==> src/rtl/vote_press_driver.sv <==
// Queued vote-press generator for the voting machine's raw button inputs.
// Each request becomes a (optionally bouncy) long press followed by a release gap.
//
// state   | meaning
// IDLE    | waiting for a queued request; pops and raises the button on the same edge
// BOUNCE  | selected button toggles every BOUNCE_PERIOD clocks, ends high
// HOLD    | selected button steady high for HOLD_TOTAL clocks
// RELEASE | all buttons low for RELEASE_TOTAL clocks, then done_pulse
module vote_press_driver #(
  parameter int DEBOUNCE_CYCLES   = 500,
  parameter int LONG_PRESS_CYCLES = 11,
  parameter int HOLD_MARGIN       = 50,
  parameter int RELEASE_MARGIN    = 50,
  parameter int BOUNCE_TOGGLES    = 0,
  parameter int BOUNCE_PERIOD     = 3,
  parameter int FIFO_DEPTH        = 4
) (
  input  logic                          clock,
  input  logic                          reset,
  input  logic                          req_valid,
  input  logic [1:0]                    req_cand,
  output logic                          req_ready,
  input  logic                          abort,
  output logic                          button1_raw,
  output logic                          button2_raw,
  output logic                          button3_raw,
  output logic                          button4_raw,
  output logic                          busy,
  output logic                          done_pulse,
  output logic [15:0]                   issued_total,
  output logic [$clog2(FIFO_DEPTH):0]   fifo_level
);

  localparam int HOLD_TOTAL    = DEBOUNCE_CYCLES + LONG_PRESS_CYCLES + HOLD_MARGIN;
  localparam int RELEASE_TOTAL = DEBOUNCE_CYCLES + RELEASE_MARGIN;
  localparam int MAX_T0        = (HOLD_TOTAL > RELEASE_TOTAL) ? HOLD_TOTAL : RELEASE_TOTAL;
  localparam int MAX_T         = (MAX_T0 > BOUNCE_PERIOD) ? MAX_T0 : BOUNCE_PERIOD;
  localparam int CNT_W         = $clog2(MAX_T + 1);
  localparam int TOG_W         = $clog2(BOUNCE_TOGGLES + 2);
  localparam int PTR_W         = $clog2(FIFO_DEPTH);
  localparam int LVL_W         = PTR_W + 1;

  localparam logic [CNT_W-1:0] HOLD_LOAD   = CNT_W'(HOLD_TOTAL - 1);
  localparam logic [CNT_W-1:0] REL_LOAD    = CNT_W'(RELEASE_TOTAL - 1);
  localparam logic [CNT_W-1:0] BOUNCE_LOAD = CNT_W'(BOUNCE_PERIOD - 1);
  localparam logic [TOG_W-1:0] TOG_LOAD    = TOG_W'(BOUNCE_TOGGLES);

  typedef enum logic [1:0] {IDLE, BOUNCE, HOLD, RELEASE} state_t;

  state_t             state_q, state_d;
  logic [CNT_W-1:0]   cnt_q, cnt_d;
  logic [TOG_W-1:0]   tog_q, tog_d;
  logic [1:0]         cand_q, cand_d;
  logic [3:0]         btn_q, btn_d;
  logic               cancel_q, cancel_d;
  logic               done_q, done_d;
  logic [15:0]        issued_q, issued_d;
  logic               ready_en_q, ready_en_d;
  logic [PTR_W-1:0]   wr_ptr_q, wr_ptr_d, rd_ptr_q, rd_ptr_d;
  logic [LVL_W-1:0]   level_q, level_d;
  logic [1:0]         mem_q [FIFO_DEPTH];
  logic [1:0]         mem_d [FIFO_DEPTH];
  logic               push, pop;
  logic [1:0]         head_cand;

  assign req_ready = ready_en_q && (level_q < LVL_W'(FIFO_DEPTH));
  assign head_cand = mem_q[rd_ptr_q];
  assign push      = req_valid && req_ready && !abort;
  assign pop       = (state_q == IDLE) && (level_q != '0) && !abort;

  always_comb begin
    state_d    = state_q;
    cnt_d      = cnt_q;
    tog_d      = tog_q;
    cand_d     = cand_q;
    btn_d      = btn_q;
    cancel_d   = cancel_q;
    done_d     = 1'b0;
    issued_d   = issued_q;
    ready_en_d = 1'b1;
    wr_ptr_d   = wr_ptr_q;
    rd_ptr_d   = rd_ptr_q;
    level_d    = level_q;
    mem_d      = mem_q;

    if (abort) begin
      wr_ptr_d = '0;
      rd_ptr_d = '0;
      level_d  = '0;
    end else begin
      if (push) begin
        mem_d[wr_ptr_q] = req_cand;
        wr_ptr_d        = wr_ptr_q + PTR_W'(1);
      end
      if (pop) rd_ptr_d = rd_ptr_q + PTR_W'(1);
      case ({push, pop})
        2'b10:   level_d = level_q + LVL_W'(1);
        2'b01:   level_d = level_q - LVL_W'(1);
        default: level_d = level_q;
      endcase
    end

    case (state_q)
      IDLE: begin
        if (pop) begin
          cand_d   = head_cand;
          btn_d    = 4'b0001 << head_cand;
          cancel_d = 1'b0;
          if (BOUNCE_TOGGLES > 0) begin
            state_d = BOUNCE;
            cnt_d   = BOUNCE_LOAD;
            tog_d   = TOG_LOAD;
          end else begin
            state_d = HOLD;
            cnt_d   = HOLD_LOAD;
          end
        end
      end
      BOUNCE: begin
        if (abort) begin
          state_d  = RELEASE;
          btn_d    = '0;
          cnt_d    = REL_LOAD;
          cancel_d = 1'b1;
        end else if (cnt_q == '0) begin
          btn_d = btn_q ^ (4'b0001 << cand_q);
          if (tog_q == TOG_W'(1)) begin
            state_d = HOLD;
            cnt_d   = HOLD_LOAD;
          end else begin
            cnt_d = BOUNCE_LOAD;
            tog_d = tog_q - TOG_W'(1);
          end
        end else begin
          cnt_d = cnt_q - CNT_W'(1);
        end
      end
      HOLD: begin
        if (abort) begin
          state_d  = RELEASE;
          btn_d    = '0;
          cnt_d    = REL_LOAD;
          cancel_d = 1'b1;
        end else if (cnt_q == '0) begin
          state_d = RELEASE;
          btn_d   = '0;
          cnt_d   = REL_LOAD;
        end else begin
          cnt_d = cnt_q - CNT_W'(1);
        end
      end
      RELEASE: begin
        if (cnt_q == '0) begin
          state_d = IDLE;
          // an aborted press still serves its release gap but is not counted
          if (!cancel_q) begin
            done_d   = 1'b1;
            issued_d = (issued_q == 16'hFFFF) ? issued_q : issued_q + 16'd1;
          end
        end else begin
          cnt_d = cnt_q - CNT_W'(1);
        end
      end
      default: state_d = IDLE;
    endcase
  end

  always_ff @(posedge clock or negedge reset) begin
    if (!reset) begin
      state_q    <= IDLE;
      cnt_q      <= '0;
      tog_q      <= '0;
      cand_q     <= '0;
      btn_q      <= '0;
      cancel_q   <= 1'b0;
      done_q     <= 1'b0;
      issued_q   <= '0;
      ready_en_q <= 1'b0;
      wr_ptr_q   <= '0;
      rd_ptr_q   <= '0;
      level_q    <= '0;
      for (int i = 0; i < FIFO_DEPTH; i++) mem_q[i] <= '0;
    end else begin
      state_q    <= state_d;
      cnt_q      <= cnt_d;
      tog_q      <= tog_d;
      cand_q     <= cand_d;
      btn_q      <= btn_d;
      cancel_q   <= cancel_d;
      done_q     <= done_d;
      issued_q   <= issued_d;
      ready_en_q <= ready_en_d;
      wr_ptr_q   <= wr_ptr_d;
      rd_ptr_q   <= rd_ptr_d;
      level_q    <= level_d;
      mem_q      <= mem_d;
    end
  end

  assign button1_raw  = btn_q[0];
  assign button2_raw  = btn_q[1];
  assign button3_raw  = btn_q[2];
  assign button4_raw  = btn_q[3];
  assign done_pulse   = done_q;
  assign issued_total = issued_q;
  assign fifo_level   = level_q;
  assign busy         = (state_q != IDLE) || (level_q != '0);

endmodule

==> config.mk <==
export PLATFORM = sky130hd
export DESIGN_NAME = vote_press_driver
export DESIGN_NICKNAME = d
export VERILOG_FILES = /design/src/rtl/vote_press_driver.sv
export SDC_FILE = /design/constraint.sdc
export NUM_CORES = 1
export LEC_CHECK = 0
export ABC_AREA = 1
export ABC_CLOCK_PERIOD_IN_PS = 3860
export CORE_UTILIZATION = 35
export CTS_CLUSTER_SIZE = 8
export DETAILED_ROUTE_END_ITERATION = 10
export PLACE_DENSITY_LB_ADDON = 0.05
export SYNTH_ARGS = -nofsm -noshare
export SYNTH_HDL_FRONTEND = slang
export SYNTH_SLANG_ARGS = --single-unit
==> constraint.sdc <==
create_clock -name clock -period 3.86 [get_ports clock]
set_input_delay 0.579 -clock clock [delete_from_list [all_inputs] [get_ports clock]]
set_output_delay 0.579 -clock clock [all_outputs]
set_load 0.02 [all_outputs]
# Word level (Yosys, flattened, before mapping)
# Index checks and enable logic that the tools add are counted.
[totals]
out_inout_bits = 26
ff_bits = 53
[op_classes]
bitwise = 6
n_mux = 41
order_cmp = 4
eq_ne = 13
n_shift = 2
n_reduce_logical = 26
n_addsub = 7
[ops]
columns = ["operator", "count"]
rows = [
  ["two-way mux 10 bit", 7],
  ["case mux 10 bit (4 select lines)", 1],
  ["two-way mux 2 bit", 14],
  ["two-way mux 4 bit", 5],
  ["adder 16 x 1 -> 16 bit (second input constant)", 1],
  ["== test 16 bit (second input constant)", 1],
  ["case mux 4 bit (3 select lines)", 1],
  ["zero test 10 bit", 1],
  ["subtractor 10 x 1 -> 10 bit (second input constant)", 1],
  ["!= test 3 bit (second input constant)", 3],
  ["nonzero test 3 bit", 3],
  ["bitwise mux 8 bit", 1],
  ["case mux 2 bit (4 select lines)", 1],
  ["AND reduction 4 bit", 2],
  ["nonzero test 2 bit", 4],
  ["left shift 1 x 2 -> 4 bit (first input constant)", 2],
  ["== test 2 bit (second input constant)", 3],
  ["greater-or-equal comparator 3 bit (second input constant)", 2],
  ["logical AND 1 bit", 6],
  ["two-way mux 1 bit", 6],
  ["!= test 2 bit (second input constant)", 3],
  ["NOT 2 -> 3 bit", 2],
  ["case mux 3 bit (2 select lines)", 1],
  ["AND reduction 2 bit", 3],
  ["other kinds (20)", 25],
]

# Logic depth before layout (Yosys ltp)
# Gate-level depths: netlist of the first run.
[depth]
word_depth = 7
mapped_depth = 11
mapped_depth_nobuf = 11

# Worst setup path after synthesis of the first run
# No wires, ideal clock.
[synth_timing]
path_type = "register -> register"
startpoint = "register level_q[2], in the netlist fifo_level[2]"
endpoint = "register level_q[2], in the netlist fifo_level[2]"
synth_period_minus_slack_ps = 2095
setup_slack_ps = 1765
setup_time_ps = 125
path_buffers = 0
stages_incl_launch_ff = 9
arrival_time_ps = 1970
required_ps = 3735
cell_sequence = "dfrtp_1 > nor2_1 > nand3_1 > nand2_1 > inv_1 > fa_1 > xor2_1 > xor2_1 > o22ai_1"
[synth_between]
elab_chain_len = 7
[synth_rtl]
columns = ["item", "line", "source"]
rows = [
  ["start, declared", "60", "logic [LVL_W-1:0] level_q, level_d;"],
  ["start signal, assigned", "195", "level_q <= level_d;"],
  ["< comparator 3 bit (*)", "66", "assign req_ready = ready_en_q && (level_q < LVL_W'(FIFO_DEPTH));"],
  ["logical AND 1 bit (*)", "66", ""],
  ["net req_ready", "22", "output logic req_ready,"],
  ["logical AND 1 bit (*) (2 in a row)", "68", "assign push = req_valid && req_ready && !abort;"],
  ["== test 2 x 1 -> 1 bit / == test 2 bit (equally long branches)", "96", "case ({push, pop})"],
  ["case mux 3 bit (2 select lines)", "96", ""],
  ["two-way mux 3 bit", "86", "if (abort) begin"],
]
# Mark *: on every way through the listed nets, which the timed path passes. The rest lies on a longest branch.
# A chain may end at the register's enable or synchronous reset.

# Worst setup path after layout of the first run
[layout_timing]
startpoint = "register state_q[0]"
endpoint = "output port busy"
[layout_between]
elab_chain_len = 2
[layout_rtl]
columns = ["item", "line", "source"]
rows = [
  ["start, declared", "50", "state_t state_q, state_d;"],
  ["start signal, assigned", "184", "state_q <= state_d;"],
  ["nonzero test 2 bit", "207", "assign busy = (state_q != IDLE) || (level_q != '0);"],
  ["logical OR 1 bit", "207", ""],
  ["end, declared", "28", "output logic busy,"],
]
# No other way between the ends.

==> run summary, run 1 <==
The flow ran to the end, and the final reports show no timing, DRC or antenna violations. The register bit total from synthesis came out at 53. The accumulated negative setup slack is 0 ns.

The overall power consumption came out at ~1.1 mW. The fraction of post-synthesis cell area in the top cell type by area came out at 40.5%. The library cell with the highest instance count after synthesis is nand2_1. The layout cell share with drive strength beyond 1 is under 10%.

The layout net count is 472. In this run the core area contains 34 standard-cell rows. Leaving out filler cells and counting taps, the final layout contains 560. The effective utilization at floorplan came out at around 37%. The maximum clock path buffer count came out at 2. The last weighted congestion value of the routability-driven placer came out at 0.781.

The number of cell instances on the worst register-to-register path is 10. The clock-pin slew on the worst setup and hold paths is 0.11 ns. The number of antenna diodes in the final layout is 0. Clock latency on the worst-skew pair, taken at its later pin, is 0.31 ns.

In the synthesized netlist the dominant register cell turns out to be dfrtp_1. The initial DRC count is 116. The share of flip-flops with an asynchronous set or reset is 100%. The die extent in y is 98.7 um.

In this run the power density over the cells is 288 mW/mm2. A synthesized cell averages 7.87 um2. The largest fanout of any net on the critical path came out at 5.

The total of max-cap violations is 0. The total instance count after detailed placement is 553. The final critical path takes up between 60% and 70% of the cycle.

The origin of the worst setup path is state_q[0]$_DFFE_PN0P_. The count of flip-flops with a built-in enable after synthesis is 0. The pin count of the biggest net entering global routing is 33. The total grt overflow came out at 0.

During I/O placement, the number of pins put on the boundary was 32. The number of buffers inserted to repair setup after CTS came out at 0. The maximum achievable frequency is roughly 0.40 GHz. The data required time of the worst path is approximately 3.3 ns. The combined area of all synthesized cells is roughly 0.0033 mm2. The area growth from synthesis to layout is 16.1%. The CTS tree is done.

The number of nets in the synthesized netlist is 436. Detailed placement ended at an HPWL of 5.33 mm. The count of vias placed by the detailed router is roughly 2,600. The leakage component of the power came out at 1.78 nW. The synthesized design spends more area on one cell type than any other, namely dfrtp_1.

STA classifies the critical path endpoint as a primary output. The last element of the critical path is busy. The final hold violation count was 0. The clock root buffer is clkbuf_8. The H-tree depth reported by CTS came out at 2. The number of port buffers came out at 31. The worst setup path is launched from a flop. Setup repair after global routing left no endpoint under its margin. The area of the core region is between 0.008 and 0.009 mm2. The number of distinct standard cells referenced by the synthesized netlist is 35. The ratio of routed vias to standard cells came out at 4.64. The number of antenna violations at the first check in global routing is 0. The maximum resistive drop on vdd is 134 uV.

The critical path is of the flop to primary output type. The first-pass iteration count of the detailed router came out at 4. The number of nets with antenna violations after routing is 0.

Across every metal layer, demand over resource in global routing totals 15.7%. Measured against its own limit, the worst slew margin works out to 64.6%. The synthesized netlist cell count is 416.

The largest clock skew in the final design came out at 0.0147 ns. The clock sink total came out at 53. For the worst setup path, the data arrival time is 1.91 ns. The max-slew violation count came out at 0. The number of buffers added by the clock tree synthesis step came out at 5. Dividing the detail-routed wire length by the instance count gives about 12 um. The yosys synthesis warning count came out at 0. The final critical delay including setup and external delays is approximately 2.5 ns.

The transition time at the pin with the least slew margin is between 0.5 and 0.6 ns. The number of remaining DRC errors came out at 0. The area enclosed by the die boundary came out at 0.00974 mm2.

The sequential cell area fraction in the yosys report is between 40% and 50%. The floorplan die width is 98.7 um. The final-report setup violation count came out at 0. The total routed wirelength came out at 6.92 mm. The class of the tightest hold or removal check is input pin to asynchronous set/reset pin.

The number of global-route vias before repair came out at 2,596. The number of hold buffers added after CTS came out at 0. The worst register-to-register path begins at state_q[0]$_DFFE_PN0P_. The worst register-to-register path ends at fifo_level[2]$_DFFE_PN0P_.

Yosys attributes the largest share of cell area to dfrtp_1 41%, nand2_1 14%, inv_1 6.0%. In the synthesized netlist, the cells that appear most often are 126 x nand2_1, 53 x dfrtp_1, 52 x inv_1, 31 x o21ai_0, 26 x nand3_1. The first-pass GRT wire length is 12.2 mm. The number of gates resized after CTS came out at 0. The setup slack of the worst register-to-register path came out at approximately 1.6 ns.
stage by stage:
step | util, % | worst slack [ns] | area [um2] | hold slack [ns]
3_5_place_dp | 41.5 | 1.10 | 3690 | 0.469
3_3_place_gp | 41.5 | 1.23 | 3690 | 0.469
5_1_grt | 42.7 | 1.22 | 3800 | 0.261
2_1_floorplan | - | 1.76 | 3270 | 0.283
6_report | 42.7 | 1.37 | 3800 | 0.225
4_1_cts | 42.7 | 1.35 | 3800 | 0.239
kinds of logic (layout without fill, tap and decap cells):
family	after synthesis	in the layout	synth area share [%]
AO/OA/AOI/OAI	47	47	7.99
XOR/XNOR	27	27	7.23
adder cells (fa/ha/maj)	14	14	5.58
buffers and inverters	63	99	7.80
flip-flops	53	53	40.5
other	1	1	0.115
AND/OR/NAND/NOR	211	211	30.7
state kept, by name, summed over array words and instances (netlist names):
signal	flops
mem_q	8
tog_q	1
btn_q	4
cancel_q	1
fifo_level	3
issued_total	16
wr_ptr_q	2
cnt_q	10
ready_en_q	1
done_pulse	1
rd_ptr_q	2
state_q	2
cand_q	2
worst min path at each step:
stage,end
after floorplan,btn_q[0]$_DFFE_PN0P_
after CTS,issued_total[14]$_DFFE_PN0P_
after detailed placement,cnt_q[0]$_DFFE_PN0P_
after global routing,issued_total[10]$_DFFE_PN0P_
final,issued_total[14]$_DFFE_PN0P_
after global placement,cnt_q[0]$_DFFE_PN0P_
cells in the final DEF (no fill, tap or decap), drive strengths merged, types with 2 or more instances in the layout:
master / instances
nor3: 9
inv: 60
ha: 13
o211ai: 2
dfrtp: 53
o21ai: 39
xor2: 19
nor2: 29
nand2: 134
a21oi: 3
clkbuf: 5
nand3: 33
clkdlybuf4s50: 30
buf: 2
xnor2: 8
nand4: 5
cell type report:
class / instances / area [um2]
Clock buffer: 5 / 68.8
Clock inverter: 2 / 38.8
Fill cell: 897 / 5090
Inverter: 60 / 228
Multi-Input combinational cell: 300 / 1690
Sequential cell: 53 / 1330
Tap cell: 108 / 135
Timing Repair Buffer: 32 / 313
report_power, final:
part | internal (mW) | switching (mW)
clock network | 0.193 | 0.194
registers | 0.579 | 0.0180
logic | 0.0424 | 0.0707
total | 0.813 | 0.282
layer usage:
metal,GRT usage (%),routed length (um),up-vias
li1,-,-,1379
met1,20.3,3370,1179
met2,26.8,3280,35
met3,2.91,203,6
met4,4.36,69,0
met5,0,0,-
worst max-delay path, cell delays in order (launching register included):
cell             delay [ns]
dfrtp_1                0.44
inv_1                  0.12
ha_1                   0.29
nand4_1                0.13
clkdlybuf4s50_1        0.61
Power figures use the tool's default switching activity.
==> run 2: changes to the inputs <==
--- a/config.mk
+++ b/config.mk
@@ -6,7 +6,7 @@
 export NUM_CORES = 1
 export LEC_CHECK = 0
 export ABC_AREA = 1
-export ABC_CLOCK_PERIOD_IN_PS = 3860
+export ABC_CLOCK_PERIOD_IN_PS = 2550
 export CORE_UTILIZATION = 35
 export CTS_CLUSTER_SIZE = 8
 export DETAILED_ROUTE_END_ITERATION = 10
==> constraint.sdc (replaced) <==
create_clock -name clock -period 2.55 [get_ports clock]
set_input_delay 0.3825 -clock clock [delete_from_list [all_inputs] [get_ports clock]]
set_output_delay 0.3825 -clock clock [all_outputs]
set_load 0.02 [all_outputs]
==> run 2 against run 1 <==
First-iteration DRC count shrank 7.8%. Flip-flop and latch count unchanged. Clock power grew 35%. Register-to-register slack lost 1.2 ns.
==> run summary, run 2 (synthesis results as in run 1) <==
The run finished with clean final reports. The most common cell after layout, fill and taps aside is nand2_1. The data required time of the worst path came out at 2.17 ns (-1.11 ns).

The number of inserted diodes is 0 (unchanged). The overall power consumption is 1.60 mW (+46%). The maximum achievable frequency came out at around 0.44 GHz. The worst setup path is captured at a primary output. The worst setup path is of the flop to primary output kind. The first-pass iteration count of the detailed router is 4 (unchanged). The area occupied by multi-input gates came out at 0.00169 mm2 (unchanged). The number of top-level pins came to 32 (unchanged). The arrival time of data at the critical path endpoint came out at 1.91 ns (about the same). The flip-flop count of the largest register, all copies and words added was 16 (unchanged). The overall track demand over capacity in global routing is 15.9% (+0.26 points). The pin count of the biggest net entering global routing came out at 54 (+64%).

Setup repair after global routing left no endpoint under its margin. The final hold violation count came out at 0 (unchanged). The largest clock skew in the final design came out at 0.00956 ns (-0.00517 ns). The number of nets with antenna violations after routing is 0 (unchanged). The clock latency on the worst-skew pair was 0.31 ns (about the same).

The setup slack of the worst register-to-register path came out at 0.48 ns (-1.15 ns). The number of remaining DRC errors came out at 0 (unchanged). The area of the core region is 0.00889 mm2 (unchanged).

The critical path ends at busy. The die extent in y was 98.7 um (unchanged). The clock sink total came out at 53 (unchanged).

The number of inserted filler cells in the final layout came out at 950 (+5.9%). The total grt overflow came to 0 (unchanged). The layout cell share with drive strength beyond 1 is 10.5% (+0.59 points).

The transition time at the pin with the least slew margin is 0.503 ns (-0.0274 ns). STA classifies the critical path startpoint as a flop. The worst register-to-register path ends at fifo_level[2]$_DFFE_PN0P_. The area enclosed by the die boundary came out at 0.00974 mm2 (unchanged). The total instance count after detailed placement is 555 (+0.36%). The class of the tightest hold or removal check is input pin to asynchronous set/reset pin. The maximum resistive drop on vdd came out at 229 uV (+70%). The initial DRC count was 107 (-7.8%).

The floorplan die width is 98.7 um (unchanged). The number of buffers inserted to repair setup after CTS is 0 (unchanged). The accumulated negative setup slack came to 0 ns (unchanged). The number of antenna violations at the first check in global routing was 0 (unchanged). The total routed wirelength is 7.01 mm (+1.2%). The leakage component of the power is 1.79 nW (+0.57%). The first-pass GRT wire length is 12.4 mm (+1.4%).

The total power divided by cell area came out at 420 mW/mm2 (+46%). The number of cell instances on the worst register-to-register path came out at 10 (unchanged). The tree is rooted in a clkbuf_8. Traced cell by cell, the critical path runs through inv_1 -> ha_1 -> nand4_1 -> clkdlybuf4s50_1. The cell type of the slowest stage on the worst timing path is clkdlybuf4s50_1. The H-tree depth reported by CTS came to 2 (unchanged). The number of buffers added by the clock tree synthesis step came out at 5 (unchanged).

The area of all sequential standard cells is 0.00133 mm2 (unchanged). The biggest cell delay along the critical path came out at 0.61 ns (about the same). The effective utilization at floorplan is 36.8% (unchanged). Leaving out fill and tap cells, the most frequent cells in the layout are 126 x nand2_1, 53 x dfrtp_1, 52 x inv_1. The layout net count came to 474 (+0.42%). The headroom to the max-slew limit is 66.2% (+1.6 points).

The max-slew violation count was 0 (unchanged). The number of placement rows is 34 (unchanged). The startpoint of the worst-slack reg-to-reg timing path is state_q[0]$_DFFE_PN0P_. The post-detailed-route wirelength per cell came out at 12.4 um (+0.67%). For the finished layout, the period the worst path requires is between 2 and 2.5 ns. The most critical setup path has its startpoint at state_q[0]$_DFFE_PN0P_.

The largest fanout of any net on the critical path came out at 5 (unchanged). The area growth from synthesis to layout came out at 16.6%. The number of port buffers came out at 31 (unchanged). TritonCTS built the clock tree. The ratio of routed vias to standard cells is 4.71 (+1.4%).

The post-detailed-placement half-perimeter wirelength came out at 5.25 mm (-1.5%). The last weighted congestion value of the routability-driven placer came to 0.755 (-3.4%). The number of global-route vias before repair is 2,655 (+2.3%). The total of max-cap violations came out at 0 (unchanged).

The count of placed standard cells in the final layout, fillers left out came out at 563 (+0.54%). The number of gates resized after CTS came out at 0 (unchanged). The maximum clock path buffer count is 2 (unchanged). The final-report setup violation count came out at 0 (unchanged).

The count of vias placed by the detailed router came out at 2,650 (+2.0%). The clock-pin slew on the worst setup and hold paths came out at 0.10 ns (about the same). The number of hold buffers added after CTS came out at 0 (unchanged).

Dividing the final minimum period by the clock period gives 89.8%.
-- run 2: how the worst min path moves through the flow --
stage	startpoint	to
3_3_place_gp	reset	issued_total[14]$_DFFE_PN0P_
5_1_grt	reset	issued_total[4]$_DFFE_PN0P_
6_report	reset	issued_total[6]$_DFFE_PN0P_
3_5_place_dp	reset	issued_total[14]$_DFFE_PN0P_
2_1_floorplan	reset	btn_q[0]$_DFFE_PN0P_
4_1_cts	reset	issued_total[14]$_DFFE_PN0P_
-- run 2: final cells by class --
type | count | share of cell area (%)
inverters | 60 | 5.97
clock inverters | 2 | 0.361
flip-flops and latches | 53 | 34.8
multi-input cells | 300 | 44.3
well taps | 108 | 3.54
repair buffers | 34 | 8.92
clock buffers | 6 | 2.16
-- run 2: critical path, delay by kind of cell (launching register included) --
kind          cells  cell delay, ns
buf+inv           2            0.73
fa+ha+maj         1            0.29
flops             1            0.43
simple gates      1            0.13
-- run 2: metrics by stage --
| stage | hold slack [ns] | worst slack, ns | area [um2] | util (%) |
|---|---|---|---|---|
| 3_3_place_gp | 0.409 | 0.324 | 3720 | 41.8 |
| 3_5_place_dp | 0.406 | 0.308 | 3720 | 41.8 |
| 4_1_cts | 0.0510 | 0.242 | 3820 | 42.9 |
| 6_report | 0.0474 | 0.261 | 3820 | 42.9 |
| 5_1_grt | 0.0734 | 0.123 | 3820 | 42.9 |
| 2_1_floorplan | 0.0869 | 0.455 | 3270 | - |
-- run 2: layer usage --
metal	routed length, um	track usage, %
met5	0	0
met2	3260	26.8
met4	75	4.48
met3	176	2.27
met1	3500	21.4
-- run 2: where the power goes --
group / switching [mW] / leakage [nW] / internal, mW
clock: 0.302 / 0.0512 / 0.221
sequential: 0.0275 / 0.665 / 0.876
combinational: 0.108 / 1.08 / 0.0675
==> edit (settings of run 1) <==
Make the reset (`reset`) synchronous in one clocked block.
--- a/src/rtl/vote_press_driver.sv
+++ b/src/rtl/vote_press_driver.sv
@@ -167,3 +167,3 @@
 
-  always_ff @(posedge clock or negedge reset) begin
+  always_ff @(posedge clock) begin
     if (!reset) begin
Behaviour: differs if reset is asserted again (counterexample within 4 cycles, from zero or initial values and one cycle with reset low); with reset held inactive, the same outputs for 10 cycles.
==> edit against run 1 <==
- worst setup slack got worse by 2.4 ps
- hold slack improved by 240 ps
- wire length rose by 0.75%
- register-to-register slack got worse by 120 ps
- final area fell by 3.8%
- sequential cell count did not move
- synthesized area fell by 3.6%
- clock skew fell by 3.8 ps
- critical endpoint is now fifo_level[2]
Power is not compared: it rests on default switching activity, and its combinational part moved more than twofold at a synthesized area within 25%.
==> edit: results (changes against run 1) <==
Status
  • Outcome: finished, final reports clean

Route
  • Met3 wire len: 185 um (-8.9%)
  • Max layer used: met4
  • WL/cell: 11.9 um (-3.9%)
  • Initial drt markers: 79 (-32%)
  • Vias per cell: 4.70 (+1.3%)
  • WL met2: 2930 um (-10%)
  • Metal-1 WL: 3790 um (+13%)

Finish
  • Filler instances: 942 (+5.0%)
  • # diodes: 0 (unchanged)
  • Fraction of final layout cells sized beyond drive strength 1: 11.7% (+1.7 points)
  • Fin cells: 587 (+4.8%)
  • Layout net count: 499 (+5.7%)

Yosys
  • Synth area leaders: dfxtp_1, nand2_1, nor2_1, inv_1, ha_1
  • Synth Flop Type: dfxtp_1
  • Most frequent cells after synthesis: nand2_1, dfxtp_1, nor2_1
  • Distinct cells, synth: 37 (+5.7%)
  • Synth warn: 0 (unchanged)
  • Cell count after synthesis: 447 (+7.5%)
  • Syn nets: 467 (+7.1%)
  • Sequential element share of the synthesized area: 33.6% (-6.9 points)
  • Synth async-reset ratio: 0% (-100 points)

Place
  • Placement Cell Area: 3550 um^2 (-3.8%)
  • HPWL after detailed placement: 5130 um (-3.8%)
  • DP Worst Slack: 1040 ps (-62.6 ps)
  • Dpl cells: 580 (+4.9%)
  • Routability Congestion: 0.806 (+3.2%)

Clocking
  • Post-CTS Repair Setup Buffers: 0 (unchanged)
  • Clock tree buffer depth: 2 (unchanged)
  • Clock Pin Slew Worst Setup and Hold Paths: 90 ps (-20 ps)

Timing
  • Setup ws final: 1370 ps (-2.41 ps)
  • Slew @ Worst Pin: 610 ps (+79.8 ps)
  • Clk_skew: 10.9 ps (-3.83 ps)

Worst hold path
  • Hold Path Class: register to register

Worst setup path
  • RR Startpoint: state_q[1]
  • Worst R2R Setup Slack: 1510 ps (-120 ps)
  • Crit path buf inv count: 4 (+2)
  • Critical Path Max Stage Delay: 500 ps (-110 ps)
  • Max Fanout on Critical Path: 6 (+1)
  • Crit path from: abort
  • Crit Path Class: input pin to register
  • Reg2Reg Depth: 11 (+1)
  • Reg-to-reg endpoint: fifo_level[2]
  • Critical path data arrival time: 2720 ps (+810 ps)

Global route
  • First-pass GRT wire length: 12200 um (+0.11%)
  • Global-route met3 utilization: 2.67% (-0.23 points)
  • Met1 Resource Use GR: 22.8% (+2.4 points)
  • Pin count of the biggest net entering global routing: 29 (-12%)
  • Total GRT Usage: 15.6% (-0.047 points)
  • Initial antenna violation count: 0 (unchanged)
  • Met2 Usage GRT: 23.7% (-3.0 points)
  • Vias in the first global route: 2580 (-0.62%)
==> edit: cell types whose count changed after synthesis, moves of 5 or more <==
cell | run 1 | this run
dfrtp_1 | 53 | 0
a21oi_2 | 0 | 11
a21oi_1 | 3 | 32
o21ai_0 | 31 | 21
dfxtp_1 | 0 | 53
nor2_1 | 22 | 53
xnor2_1 | 8 | 3
nand2_2 | 5 | 12
nand2_1 | 126 | 102
==> edit: through the flow <==
step | power, uW | utilization (%)
CTS | 1920 | 41.9
global placement | 1540 | 40.7
global route | 2060 | 41.9
detailed placement | 1540 | 40.7
finish | 1900 | 41.9
floorplan | 1340 | -
==> edit: power by group <==
group | switching, uW | leakage, uW | internal (uW)
Combinational | 538 | 0.000948 | 297
Clock | 186 | 0.0000540 | 189
Sequential | 69.1 | 0.000430 | 617
Total | 794 | 0.00143 | 1100
==> edit: cell families after synthesis <==
| logic type | Yosys count | synth area share (%) |
|---|---|---|
| xor+xnor | 20 | 5.55 |
| flops | 53 | 33.6 |
| buf+inv | 66 | 8.96 |
| compound gates | 72 | 13.7 |
| fa+ha+maj | 14 | 5.79 |
| simple gates | 222 | 32.4 |
==> edit: layout make-up <==
class	count	area (um^2)	area share, %
clock buffers	5	68.8	1.88
multi-input cells	328	1810	49.5
repair buffers	33	325	8.90
well taps	108	135	3.70
flip-flops and latches	53	1060	29.0
clock inverters	2	35.0	0.958
inverters	58	220	6.02
==> edit: worst min path at each step <==
stage	start	endpoint	slack [ps]
2_1_floorplan	mem_q[2]	mem_q[2]	440
3_3_place_gp	mem_q[3]	mem_q[3]	450
3_5_place_dp	mem_q[3]	mem_q[3]	450
4_1_cts	mem_q[3]	mem_q[3]	470
5_1_grt	mem_q[3]	mem_q[3]	490
6_report	mem_q[2]	mem_q[2]	460
